File: config.mk
export PLATFORM = sky130hd
export DESIGN_NAME = wave_detect
export DESIGN_NICKNAME = d
export VERILOG_FILES = /design/src/rtl/wave_pkg.sv /design/src/rtl/wave_win_stats.sv /design/src/rtl/wave_detect.sv
export SDC_FILE = /design/constraint.sdc
export NUM_CORES = 1
export LEC_CHECK = 0
export ABC_CLOCK_PERIOD_IN_PS = 3200
export CAP_MARGIN = 15
export CORE_UTILIZATION = 55
export CTS_CLUSTER_SIZE = 14
export DETAILED_ROUTE_END_ITERATION = 7
export PLACE_DENSITY = 0.78
export SLEW_MARGIN = 0
export SYNTH_ARGS = -nofsm -noshare
export SYNTH_HDL_FRONTEND = slang
export SYNTH_SLANG_ARGS = --single-unit
export TNS_END_PERCENT = 5
File: constraint.sdc
create_clock -name clk -period 3.2 [get_ports clk]
set_clock_uncertainty 0.05 [all_clocks]
set_input_delay 0.64 -clock clk [delete_from_list [all_inputs] [get_ports clk]]
set_output_delay 0.64 -clock clk [all_outputs]
set_load 0.02 [all_outputs]
File: src/rtl/wave_pkg.sv
// Shared types and helpers for the wave_detect waveform classifier:
// wave type codes, delta classes, lock FSM states and window judgement.
package wave_pkg;

  localparam logic [1:0] WT_SQUARE = 2'b00;
  localparam logic [1:0] WT_SAW    = 2'b01;
  localparam logic [1:0] WT_TRI    = 2'b10;
  localparam logic [1:0] WT_UNK    = 2'b11;

  typedef enum logic [2:0] {
    DC_ZERO = 3'd0,
    DC_UP1  = 3'd1,
    DC_DN1  = 3'd2,
    DC_JUP  = 3'd3,
    DC_JDN  = 3'd4
  } delta_cls_e;

  typedef enum logic {
    ST_UNLOCKED = 1'b0,
    ST_LOCKED   = 1'b1
  } lock_state_e;

  // Samples are unsigned 5-bit, so the step always fits a 6-bit signed value.
  function automatic delta_cls_e classify(input logic [4:0] cur, input logic [4:0] prv);
    logic signed [5:0] d;
    delta_cls_e        c;
    d = $signed({1'b0, cur}) - $signed({1'b0, prv});
    if (d == 6'sd0)       c = DC_ZERO;
    else if (d == 6'sd1)  c = DC_UP1;
    else if (d == -6'sd1) c = DC_DN1;
    else if (d > 6'sd1)   c = DC_JUP;
    else                  c = DC_JDN;
    return c;
  endfunction

  function automatic logic [7:0] sat_inc(input logic [7:0] c, input logic en);
    return (en && (c != 8'hFF)) ? c + 8'd1 : c;
  endfunction

  function automatic logic [1:0] judge(input logic [7:0] up1, input logic [7:0] dn1,
                                       input logic [7:0] jup, input logic [7:0] jdn);
    logic [1:0] v;
    if ((up1 != 8'd0) && (dn1 != 8'd0) && (jup == 8'd0) && (jdn == 8'd0))      v = WT_TRI;
    else if ((up1 != 8'd0) && (jdn != 8'd0) && (dn1 == 8'd0) && (jup == 8'd0)) v = WT_SAW;
    else if ((jup != 8'd0) && (jdn != 8'd0) && (up1 == 8'd0) && (dn1 == 8'd0)) v = WT_SQUARE;
    else                                                                       v = WT_UNK;
    return v;
  endfunction

endpackage

File: src/rtl/wave_win_stats.sv
// Delta classifier and windowed class statistics. Emits the registered delta
// class every cycle and a one-cycle window-end strobe with the window verdict.
module wave_win_stats
  import wave_pkg::*;
#(
  parameter int WIN = 64
) (
  input  logic       clk,
  input  logic       rst_n,
  input  logic [4:0] i_wave,
  output logic       o_dvalid,
  output delta_cls_e o_cls,
  output logic       o_win_end,
  output logic [1:0] o_verdict
);

  logic       r_primed;
  logic [4:0] r_prev;
  logic [7:0] r_wcnt;
  logic [7:0] r_zero, r_up1, r_dn1, r_jup, r_jdn;
  logic       r_dvalid;
  delta_cls_e r_cls;
  logic       r_win_end;
  logic [1:0] r_verdict;

  delta_cls_e w_cls;
  logic [7:0] w_zero_n, w_up1_n, w_dn1_n, w_jup_n, w_jdn_n;
  logic       w_last;

  // The judged window includes the delta that closes it.
  always_comb begin
    w_cls    = classify(i_wave, r_prev);
    w_zero_n = sat_inc(r_zero, w_cls == DC_ZERO);
    w_up1_n  = sat_inc(r_up1,  w_cls == DC_UP1);
    w_dn1_n  = sat_inc(r_dn1,  w_cls == DC_DN1);
    w_jup_n  = sat_inc(r_jup,  w_cls == DC_JUP);
    w_jdn_n  = sat_inc(r_jdn,  w_cls == DC_JDN);
    w_last   = (r_wcnt == 8'(WIN - 1));
  end

  always_ff @(posedge clk) begin
    if (!rst_n) begin
      r_primed  <= 1'b0;
      r_prev    <= 5'd0;
      r_wcnt    <= 8'd0;
      r_zero    <= 8'd0;
      r_up1     <= 8'd0;
      r_dn1     <= 8'd0;
      r_jup     <= 8'd0;
      r_jdn     <= 8'd0;
      r_dvalid  <= 1'b0;
      r_cls     <= DC_ZERO;
      r_win_end <= 1'b0;
      r_verdict <= WT_UNK;
    end else begin
      r_dvalid  <= r_primed;
      r_win_end <= 1'b0;
      r_prev    <= i_wave;
      if (!r_primed) begin
        r_primed <= 1'b1;
      end else begin
        r_cls <= w_cls;
        if (w_last) begin
          r_wcnt    <= 8'd0;
          r_zero    <= 8'd0;
          r_up1     <= 8'd0;
          r_dn1     <= 8'd0;
          r_jup     <= 8'd0;
          r_jdn     <= 8'd0;
          r_win_end <= 1'b1;
          r_verdict <= judge(w_up1_n, w_dn1_n, w_jup_n, w_jdn_n);
        end else begin
          r_wcnt <= r_wcnt + 8'd1;
          r_zero <= w_zero_n;
          r_up1  <= w_up1_n;
          r_dn1  <= w_dn1_n;
          r_jup  <= w_jup_n;
          r_jdn  <= w_jdn_n;
        end
      end
    end
  end

  assign o_dvalid  = r_dvalid;
  assign o_cls     = r_cls;
  assign o_win_end = r_win_end;
  assign o_verdict = r_verdict;

endmodule

File: src/rtl/wave_detect.sv
// Waveform classifier top: lock FSM over window verdicts and period
// measurement from falling jumps and valleys of the sample stream.
module wave_detect
  import wave_pkg::*;
#(
  parameter int WIN     = 64,
  parameter int CONFIRM = 2
) (
  input  logic        clk,
  input  logic        rst_n,
  input  logic [4:0]  wave,
  output logic [1:0]  wave_type,
  output logic        locked,
  output logic        type_chg,
  output logic [7:0]  period,
  output logic        period_valid,
  output lock_state_e o_dbg_state
);

  logic       w_dvalid;
  delta_cls_e w_cls;
  logic       w_win_end;
  logic [1:0] w_verdict;

  wave_win_stats #(.WIN(WIN)) u_stats (
    .clk       (clk),
    .rst_n     (rst_n),
    .i_wave    (wave),
    .o_dvalid  (w_dvalid),
    .o_cls     (w_cls),
    .o_win_end (w_win_end),
    .o_verdict (w_verdict)
  );

  lock_state_e r_state, w_state_n;
  logic [1:0]  r_cand, w_cand_n;
  logic [2:0]  r_agree, w_agree_n;
  logic [1:0]  r_wave_type, w_type_n;
  logic        r_type_chg, w_chg_n;

  always_ff @(posedge clk) begin
    if (!rst_n) begin
      r_state     <= ST_UNLOCKED;
      r_cand      <= WT_UNK;
      r_agree     <= 3'd0;
      r_wave_type <= WT_UNK;
      r_type_chg  <= 1'b0;
    end else begin
      r_state     <= w_state_n;
      r_cand      <= w_cand_n;
      r_agree     <= w_agree_n;
      r_wave_type <= w_type_n;
      r_type_chg  <= w_chg_n;
    end
  end

  // Leaving LOCKED reuses the unlocked candidate rules on the same verdict.
  always_comb begin
    w_state_n = r_state;
    w_cand_n  = r_cand;
    w_agree_n = r_agree;
    w_type_n  = r_wave_type;
    w_chg_n   = 1'b0;
    if (w_win_end && !((r_state == ST_LOCKED) && (w_verdict == r_wave_type))) begin
      w_state_n = ST_UNLOCKED;
      if (w_verdict == WT_UNK) begin
        w_agree_n = 3'd0;
      end else begin
        if (w_verdict == r_cand) begin
          w_agree_n = r_agree + 3'd1;
        end else begin
          w_cand_n  = w_verdict;
          w_agree_n = 3'd1;
        end
        if (w_agree_n == 3'(CONFIRM)) begin
          w_state_n = ST_LOCKED;
          w_type_n  = w_cand_n;
          w_chg_n   = (w_cand_n != r_wave_type);
        end
      end
    end
  end

  logic       r_last_dn1;
  logic       r_seen;
  logic [7:0] r_pcnt;
  logic [7:0] r_period;
  logic       r_pvalid;
  logic       w_event;

  assign w_event = w_dvalid && ((w_cls == DC_JDN) || ((w_cls == DC_UP1) && r_last_dn1));

  // r_pcnt holds deltas since the last event, excluding the current one.
  always_ff @(posedge clk) begin
    if (!rst_n) begin
      r_last_dn1 <= 1'b0;
      r_seen     <= 1'b0;
      r_pcnt     <= 8'd0;
      r_period   <= 8'd0;
      r_pvalid   <= 1'b0;
    end else if (w_dvalid) begin
      if (w_cls != DC_ZERO) r_last_dn1 <= (w_cls == DC_DN1);
      if (w_event) begin
        r_pcnt <= 8'd0;
        r_seen <= 1'b1;
        if (r_seen) begin
          r_period <= (r_pcnt == 8'hFF) ? 8'hFF : r_pcnt + 8'd1;
          r_pvalid <= 1'b1;
        end
      end else if (r_pcnt != 8'hFF) begin
        r_pcnt <= r_pcnt + 8'd1;
      end else if (r_seen) begin
        r_period <= 8'hFF;
      end
    end
  end

  assign wave_type    = r_wave_type;
  assign locked       = (r_state == ST_LOCKED);
  assign type_chg     = r_type_chg;
  assign period       = r_period;
  assign period_valid = r_pvalid;
  assign o_dbg_state  = r_state;

endmodule

* Word-level counts from Yosys, hierarchy flattened
Index checks and enable logic that the tools add are counted.
** Word-level totals
- Output and inout bits :: 14
- Memory bits (writable) :: 0
- Latch bits :: 0
- Memories :: 0
- ROM bits :: 0
- Register bits after elaboration :: 81
** Operators by class
- Add/subtract/negate cells :: 8
- Reductions and logical operators :: 41
- Div/mod/pow operators :: 0
- Magnitude comparators :: 1
- Shifts and indexed selects :: 0
- Multipliers :: 0
- Bitwise logic cells :: 4
- Equality and inequality tests :: 23
- Multiplexer cells :: 34
** Operator list (count)
- 2-to-1 mux 8 bit :: 16
- adder 8 x 1 -> 8 bit, second input constant :: 6
- != test 8 bit, second input constant :: 5
- zero test 8 bit :: 4
- nonzero test 8 bit :: 4
- 2-to-1 mux 3 bit :: 8
- logical AND 1 bit :: 17
- equality test 3 x 2 -> 1 bit, second input constant :: 4
- 2-to-1 mux 2 bit :: 6
- AND reduction 2 bit :: 6
- equality test 8 x 6 -> 1 bit, second input constant :: 1
- equality test 8 bit, second input constant :: 1
- equality test 3 x 1 -> 1 bit, second input constant :: 2
- equality test 3 bit, second input constant :: 2
- equality test 6 x 1 -> 1 bit, second input constant :: 1
- equality test 6 x 2 -> 1 bit, second input constant :: 1
- greater-than comparator 6 x 2 -> 1 bit, second input constant :: 1
- zero test 6 bit :: 1
- AND reduction 3 bit :: 2
- subtractor 5 x 5 -> 6 bit :: 1
- equality test 2 bit :: 2
- 2-to-1 mux 1 bit :: 4
- != test 2 bit, second input constant :: 2
- NOT 1 bit :: 4
- 9 further kinds :: 10

* Longest topological paths before layout
Gate-level depths: netlist of run 1.
- Depth after elaboration :: 16
- Gate-level depth with buffers :: 14

* Modules after synthesis
Synthesis of run 1 repeated with hierarchy kept, for this count alone.
** Second synthesis, totals
- Cells, all modules :: 605
- Area, all modules :: 4820.9 um^2
** Modules (own cells, without submodules)
- wave_win_stats :: sequential area each 1061.0 um^2, instances 1, area an instance 3520.9 um^2, cells each 453
- wave_detect :: sequential area each 560.5 um^2, instances 1, area an instance 1300.0 um^2, cells each 152

* Least setup slack after synthesis of run 1
Ideal clock, no wire load.
- Path kind :: input -> register
- From :: input wave[0]
- To :: register u_stats.r_verdict[0], in the netlist u_stats.o_verdict[0]
- Data required time :: 3023 ps
- Cell stages on the path :: 14
- Arrival time :: 3208 ps
- Setup slack :: -185 ps
- Setup time :: 127 ps
- Path through :: inv_1 ha_1 inv_1 fa_1 a211oi_2 mux2_2 nand4_1 o21ai_2 and2_1 buf_6 o31ai_2 nand4_1 nor4_1 o31ai_2
** On the way
- Word-level cells in the longest chain between the ends :: 16
** RTL lines
- start, declared :: line wave_detect.sv:11 : input logic [4:0] wave,
- subtractor 5 x 5 -> 6 bit (*) :: line wave_pkg.sv:27 : d = $signed({1'b0, cur}) - $signed({1'b0, prv});
- greater-than comparator 6 x 2 -> 1 bit :: line wave_pkg.sv:31 : else if (d > 6'sd1) c = DC_JUP;
- 2-to-1 mux 3 bit :: line wave_pkg.sv:31
- 2-to-1 mux 3 bit :: line wave_pkg.sv:30 : else if (d == -6'sd1) c = DC_DN1;
- 2-to-1 mux 3 bit :: line wave_pkg.sv:29 : else if (d == 6'sd1) c = DC_UP1;
- 2-to-1 mux 3 bit (*) :: line wave_pkg.sv:28 : if (d == 6'sd0) c = DC_ZERO;
- equality test 3 x 2 -> 1 bit / equality test 3 bit (equally long branches) :: line wave_win_stats.sv:36, wave_win_stats.sv:37
- logical AND 1 bit :: line wave_pkg.sv:37 : return (en && (c != 8'hFF)) ? c + 8'd1 : c;
- 2-to-1 mux 8 bit :: line wave_pkg.sv:37
- nonzero test 8 bit, on equally long branches :: line wave_pkg.sv:45, wave_pkg.sv:44
- logical AND 1 bit (3 in a row) :: line wave_pkg.sv:45 : else if ((jup != 8'd0) && (jdn != 8'd0) && (up1 == 8'd0) && (dn1 == 8'd0)) v = WT_SQUARE;
- 2-to-1 mux 2 bit :: line wave_pkg.sv:45
- 2-to-1 mux 2 bit :: line wave_pkg.sv:44 : else if ((up1 != 8'd0) && (jdn != 8'd0) && (dn1 == 8'd0) && (jup == 8'd0)) v = WT_SAW;
- 2-to-1 mux 2 bit (*) :: line wave_pkg.sv:43 : if ((up1 != 8'd0) && (dn1 != 8'd0) && (jup == 8'd0) && (jdn == 8'd0)) v = WT_TRI;
- end signal, assigned :: line wave_win_stats.sv:71 : r_verdict <= judge(w_up1_n, w_dn1_n, w_jup_n, w_jdn_n);
- end, declared :: line wave_win_stats.sv:24 : logic [1:0] r_verdict;
Every way passes the cells marked *; elsewhere a longest branch is shown, timed or not.
A chain may end at the register's enable or synchronous reset.

* Final worst setup path of run 1
Same ends and word-level chain as after synthesis.

==> flow_metrics.py, run 1 <==
metrics = {
    "worst_setup_path": {
        "rr_worst_depth": 12,
        "r2r-start": "u_stats.r_prev[0]$_SDFF_PN0_",
        "slowest_delay_ns": 0.41,
        "crit_path_top_delay_cell": "fa_2",
        "cp_max_fo": 7,
        "endpoint": "u_stats.o_verdict[0]$_SDFFE_PN1P_",
        "crit_path_start_kind": "input pin",
        "startpoint": "wave[0]",
        "cp-end-kind": "register",
        "arrival_ns": 3.34,
        "cp.required_ns": 3.41,
        "path_class": "in -> reg",
        "r2r_slack_ns": 0.12,
        "rr_endpoint": "u_stats.o_verdict[0]$_SDFFE_PN1P_",
        "crit_chain": "buf_8, inv_4, ha_4, inv_2, fa_2, a211oi_4, or3_4, o2111ai_4, a22o_4, a211oi_2, nor2_2, nor4_4, and4_1, o31ai_2",
    },
    "final_layout": {
        "nNetsFinal": 646,
        "nFillCells": 646,
        "design_area_um2": 5620,
        "drive_gt1_share_pct": 18.2,
        "seqCellArea_um2": 1620,
        "n_antenna_cell": 0,
        "multi_input_area_um2": 3110,
        "area_delta_synth_final_pct": 18.7,
    },
    "placed_design": {
        "placedInstanceArea_um2": 5240,
        "io_buffers": 20,
        "gp_congestion": 0.859,
        "dp_hpwl_um": 7400,
    },
    "detailed_routing": {
        "first_iter_violations": 248,
        "drt-total-wl_um": 11300,
        "vias": 4486,
        "drc_errors": 0,
        "drtPass1Iterations": 5,
        "drtAntennaViolNets": 0,
        "wl_per_cell_um": 15.3,
        "vias_per_cell": 6.10,
    },
    "clock_network": {
        "clkTransAtPathRegs_ns": 0.09,
        "cts_htree_levels": 3,
        "tritoncts": "yes",
        "cts_sinks": 81,
        "numCtsBuffers": 9,
        "root_buffer": "clkbuf_8",
        "clkLatencyLatePin_ns": 0.36,
        "cts_buffer_depth": 2,
    },
    "power": {
        "power.density_nw_per_um2": 389,
        "irDropWorstVdd_uv": 228,
        "leakagePower_nw": 2.19,
    },
    "sta": {
        "slew_viol_final": 0,
        "setup_tns_ns": 0,
        "fmax_mhz": 320,
        "slew_headroom_pct": 57.8,
        "fin_crit_sh_pct": 97.8,
        "hold_violations": 0,
        "layout_min_cycle_time_ns": 3.13,
        "setup_viol": 0,
        "tightest_slew_ns": 0.631,
    },
    "yosys": {
        "syn_avg_cell_area_um2": 8.10,
        "synth-seq-cells": 81,
        "synthArstFlopShare_pct": 0,
        "synthDistinctLibCells": 74,
        "synth_edf_count": 0,
        "synth_nets": 605,
        "syn-cell-area_um2": 4740,
        "seq_area_frac_synth_pct": 34.2,
        "synthCells": 585,
        "ys_warn_count": 0,
        "ys.flop_type": "dfxtp_1",
    },
    "floorplanning": {
        "dieArea_um2": 8990,
        "rows": 33,
        "die_y_um": 94.8,
        "core_area_um2": 8260,
        "fp.dieW_um": 94.8,
        "start_util_pct": 57.4,
        "io_pins": 21,
    },
    "grt": {
        "grt_usage_pct": 25.5,
        "grt_pass1_vias": 4105,
        "grt_max_degree": 46,
        "grt-ovfl-total": 0,
        "antenna_found_initial": 0,
        "grt_pass1_wl_um": 17900,
    },
    "hold_path": {
        "hold_class": "in -> reg",
    },
    "outcome": {
        "status": "complete, no violations",
    },
    "job": {
        "maxCapViolations": 0,
    },
}
## registers in the layout (all words and copies together) (netlist names), 2 cells and up
| name | cells |
|---|---|
| period | 8 |
| r_pcnt | 8 |
| u_stats.r_dn1 | 8 |
| u_stats.r_jdn | 8 |
| u_stats.r_jup | 8 |
| u_stats.r_up1 | 8 |
| u_stats.r_wcnt | 8 |
| u_stats.r_prev | 5 |
| r_agree | 3 |
| u_stats.o_cls | 3 |
| r_cand | 2 |
| u_stats.o_verdict | 2 |
| wave_type | 2 |
## cell usage in the layout (no fill, tap or decap), types with 5 or more instances in the layout
master,count
dfxtp_1,80
nand2_1,61
o21ai_0,43
nor2_1,42
buf_4,40
a21oi_1,31
nor2b_1,26
nor3_1,24
nand3_1,23
and2_1,19
and3_1,17
clkdlybuf4s50_1,16
nand4_1,11
xor2_1,10
xnor2_1,9
clkbuf_8,9
inv_1,8
mux2i_1,8
a21boi_0,8
ha_1,8
and4_1,6
o221a_2,6
nor3b_1,6
a31oi_1,6
nand2b_1,5
a22oi_1,5
o211a_1,5
## critical path: cells and delay by family
kind                     cells  cell delay, ns
AO/OA/AOI/OAI                5            1.07
adder cells (fa/ha/maj)      2            0.54
buffers and inverters        3            0.18
AND/OR/NAND/NOR              4            0.90
## worst min path at each step
stage	depth (start not counted)	end	start
after global routing	2	u_stats.r_prev[0]$_SDFF_PN0_	wave[0]
after global placement	2	r_agree[1]$_SDFFE_PN0P_	r_agree[1]$_SDFFE_PN0P_
after floorplan	2	r_agree[1]$_SDFFE_PN0P_	r_agree[1]$_SDFFE_PN0P_
final	2	u_stats.r_prev[0]$_SDFF_PN0_	wave[0]
after detailed placement	2	r_agree[1]$_SDFFE_PN0P_	r_agree[1]$_SDFFE_PN0P_
after CTS	2	u_stats.r_prev[0]$_SDFF_PN0_	wave[0]
## power by group
group / total (mW) / internal [mW] / switching, mW
clock: 0.798 / 0.375 / 0.423
combinational: 0.348 / 0.156 / 0.192
sequential: 1.04 / 1.02 / 0.0174
total: 2.19 / 1.56 / 0.632
## final cells by class
class	instances	share of cell area, %
multi-input cells	463	55.2
flip-flops and latches	81	28.9
repair buffers	61	9.21
well taps	105	2.34
clock buffers	9	2.20
clock inverters	7	1.47
inverters	10	0.712
## synthesized netlist by cell type, drive strengths merged, types with 5 or more instances
library cell  count  area, um^2
nor2b            27         169
a211oi            6        50.1
nand3            25         143
a22oi             5        37.5
nor3b             6        45.0
mux2i             8        80.1
nor2             44         168
and2             21         134
ha               12         150
a21boi            8        60.1
a21oi            33         169
xnor2             9        78.8
a31oi             7        50.1
o211a             5        50.1
nand4            11        68.8
o21ai            47         239
nor3             25         130
and4              7        62.6
nand2            65         254
o221a             6        67.6
nand2b            5        31.3
clkbuf           27         103
xor2             11         104
and3             18         114
dfxtp            81        1620
inv              10        37.5
## timing repair
item,CTS,global route
gates resized for setup,19,19
hold buffers,0,0
pin swaps,20,13
hold endpoints to repair,0,0
endpoints found under the setup margin,5,7
setup buffers,4,2
## cells by family after synthesis
logic type | Yosys count | synth area share [%]
and+or+nand+nor | 274 | 31.5
DFF | 81 | 34.2
AOI/OAI and AO/OA | 147 | 21.3
muxes | 9 | 1.93
xor gates and xnor gates | 20 | 3.85
adders and majority gates | 13 | 3.59
buffers and inverters | 41 | 3.56
## routing by layer
metal  wire, um  track usage, %  part of all wire (%)
met1       4840            30.0                    43
met2       5650            44.2                    50
met3        574            4.83                   5.1
met4        214            12.4                   1.9
met5          0               0                     0
## stage by stage
stage               util [%]  setup WS, ns  instances  hold slack (ns)  total power, mW
global placement        63.4        -0.536        714            0.406             1.36
floorplan                  -        0.0260        585            0.397             1.28
CTS                     67.1        0.0395        734            0.422             2.19
detailed placement      63.4        -0.635        714            0.423             1.37
finish                  68.1        0.0701        736            0.432             2.19
global route            68.1       -0.0629        736            0.423             2.27
(Power assumes the default switching activity.)
==> inputs of run 2 (changes only) <==
Settings changed: ABC_CLOCK_PERIOD_IN_PS 3200 to not set, GPL_ROUTABILITY_DRIVEN set to 0, PLACE_DENSITY 0.78 to 0.76.
==> flow_metrics.py, run 2 (same netlist as run 1, synthesis figures left out) <==
metrics = {
    "worst_setup_path": {
        "cp-end-kind": "register",
        "r2r-start": "u_stats.r_prev[0]$_SDFF_PN0_",
        "rr_worst_depth": 13,
        "r2r_slack_ns": 0.07,
        "arrival_ns": 3.43,
        "startpoint": "wave[0]",
        "endpoint": "u_stats.o_verdict[0]$_SDFFE_PN1P_",
        "path_class": "in -> reg",
        "rr_endpoint": "u_stats.o_verdict[0]$_SDFFE_PN1P_",
        "cp_max_fo": 7,
        "crit_path_start_kind": "input pin",
        "cp.required_ns": 3.43,
    },
    "hold_path": {
        "hold_class": "reg -> reg",
    },
    "power": {
        "leakagePower_nw": 2.20,
        "power.switching_uw": 600,
        "irDropWorstVdd_uv": 277,
        "power.density_nw_per_um2": 393,
        "p_int_mw": 1.63,
        "p_sw_share_pct": 27.0,
        "p_seq_share_pct": 46.8,
        "p_comb_share_pct": 16.0,
        "p_total_mw": 2.23,
        "p_clk_share_pct": 37.3,
    },
    "clock_network": {
        "numCtsBuffers": 9,
        "cts_htree_levels": 3,
        "cts_sinks": 81,
        "cts_buffer_depth": 2,
        "tritoncts": "yes",
        "root_buffer": "clkbuf_8",
        "clkLatencyLatePin_ns": 0.36,
        "clkTransAtPathRegs_ns": 0.08,
    },
    "grt": {
        "grt_pass1_wl_um": 18900,
        "antenna_found_initial": 0,
        "grt_pass1_vias": 4242,
        "grt_usage_pct": 26.4,
        "grt_max_degree": 39,
        "grt-ovfl-total": 0,
    },
    "floorplanning": {
        "dieArea_um2": 8990,
        "die_y_um": 94.8,
        "fp.dieW_um": 94.8,
        "start_util_pct": 57.4,
        "rows": 33,
        "io_pins": 21,
        "core_area_um2": 8260,
    },
    "sta": {
        "tightest_slew_ns": 0.703,
        "rsz0062_at_grt": "true",
        "setup_tns_ns": 0,
        "setup_viol": 0,
        "hold_violations": 0,
        "hold_ws_ns": 0.420,
        "fin_crit_sh_pct": 99.8,
        "layout_min_cycle_time_ns": 3.19,
        "slew_headroom_pct": 53.0,
        "slew_viol_final": 0,
        "fmax_mhz": 313,
    },
    "detailed_routing": {
        "drc_errors": 0,
        "first_iter_violations": 223,
        "wl_per_cell_um": 15.1,
        "drtPass1Iterations": 5,
        "drtAntennaViolNets": 0,
        "drt-total-wl_um": 11100,
        "vias_per_cell": 6.01,
        "vias": 4433,
    },
    "job": {
        "maxCapViolations": 0,
    },
    "outcome": {
        "status": "complete, no violations",
    },
    "final_layout": {
        "final_cell_mix": "dfxtp_1 (80), nand2_1 (61), o21ai_0 (44)",
        "fin_util_pct": 68.6,
        "n_antenna_cell": 0,
        "drive_gt1_share_pct": 18.8,
        "layout_commonest_cell": "dfxtp_1",
        "design_area_um2": 5670,
        "area_delta_synth_final_pct": 19.6,
        "nNetsFinal": 648,
        "nFillCells": 692,
    },
    "placed_design": {
        "placedInstanceArea_um2": 5220,
        "dp_hpwl_um": 7370,
        "io_buffers": 20,
    },
}
-- run 2: layout make-up --
cell class | count | area [um^2] | area share [%]
multi-input cells | 463 | 3130 | 55.3
flip-flops and latches | 81 | 1620 | 28.6
repair buffers | 63 | 520 | 9.18
well taps | 105 | 131 | 2.32
clock buffers | 9 | 124 | 2.19
clock inverters | 7 | 95.1 | 1.68
inverters | 10 | 40.0 | 0.706
-- run 2: worst min-delay path by stage --
| stage | startpoint | end | slack, ns | cells after the start |
|---|---|---|---|---|
| after floorplan | r_agree[1]$_SDFFE_PN0P_ | r_agree[1]$_SDFFE_PN0P_ | 0.40 | 2 |
| after global placement | r_agree[1]$_SDFFE_PN0P_ | r_agree[1]$_SDFFE_PN0P_ | 0.41 | 2 |
| after detailed placement | r_agree[1]$_SDFFE_PN0P_ | r_agree[1]$_SDFFE_PN0P_ | 0.41 | 2 |
| after CTS | r_agree[1]$_SDFFE_PN0P_ | r_agree[1]$_SDFFE_PN0P_ | 0.43 | 2 |
| after global routing | r_agree[1]$_SDFFE_PN0P_ | r_agree[1]$_SDFFE_PN0P_ | 0.45 | 2 |
| final | r_agree[1]$_SDFFE_PN0P_ | r_agree[1]$_SDFFE_PN0P_ | 0.42 | 2 |
-- run 2: power groups by stage --
stage	clock network (mW)	logic [mW]	registers [mW]
4_1_cts	0.848	0.326	1.04
5_1_grt	0.882	0.388	1.04
3_5_place_dp	0	0.304	1.06
3_3_place_gp	0	0.295	1.06
6_report	0.829	0.355	1.04
2_1_floorplan	0	0.218	1.06
-- run 2: layer usage --
metal	global-route usage, %	wire, um	share of wire [%]	up-vias
met2	48.0	5580	50	106
met5	0	0	0	-
met4	9.72	231	2.1	0
met1	30.9	4880	44	2095
li1	-	-	-	2206
met3	4.27	433	3.9	26
-- run 2: worst max-delay path, cell delays in order --
cell      delay [ns]
buf_6           0.10
inv_4           0.04
ha_4            0.12
inv_2           0.03
fa_2            0.41
a211oi_4        0.35
buf_4           0.18
mux2_4          0.29
nand4_1         0.15
o21ai_4         0.13
and2_4          0.17
o31ai_4         0.17
nand4_1         0.24
and4_1          0.24
o31ai_2         0.16
-- run 2: repair_timing --
| action | CTS | global route |
|---|---|---|
| pin swaps | 14 | 9 |
| setup endpoints to repair | 6 | 5 |
| resized for setup | 22 | 20 |
| buffers inserted | 4 | 4 |
| gates cloned | 0 | 0 |
| hold buffers | 0 | 0 |
-- run 2: metrics by stage --
| stage | cells | setup slack (ns) |
|---|---|---|
| after global routing | 738 | -0.0879 |
| final | 738 | 0.00642 |
| after floorplan | 585 | 0.0260 |
| after global placement | 714 | -0.543 |
| after detailed placement | 714 | -0.661 |
| after CTS | 734 | 0.00367 |
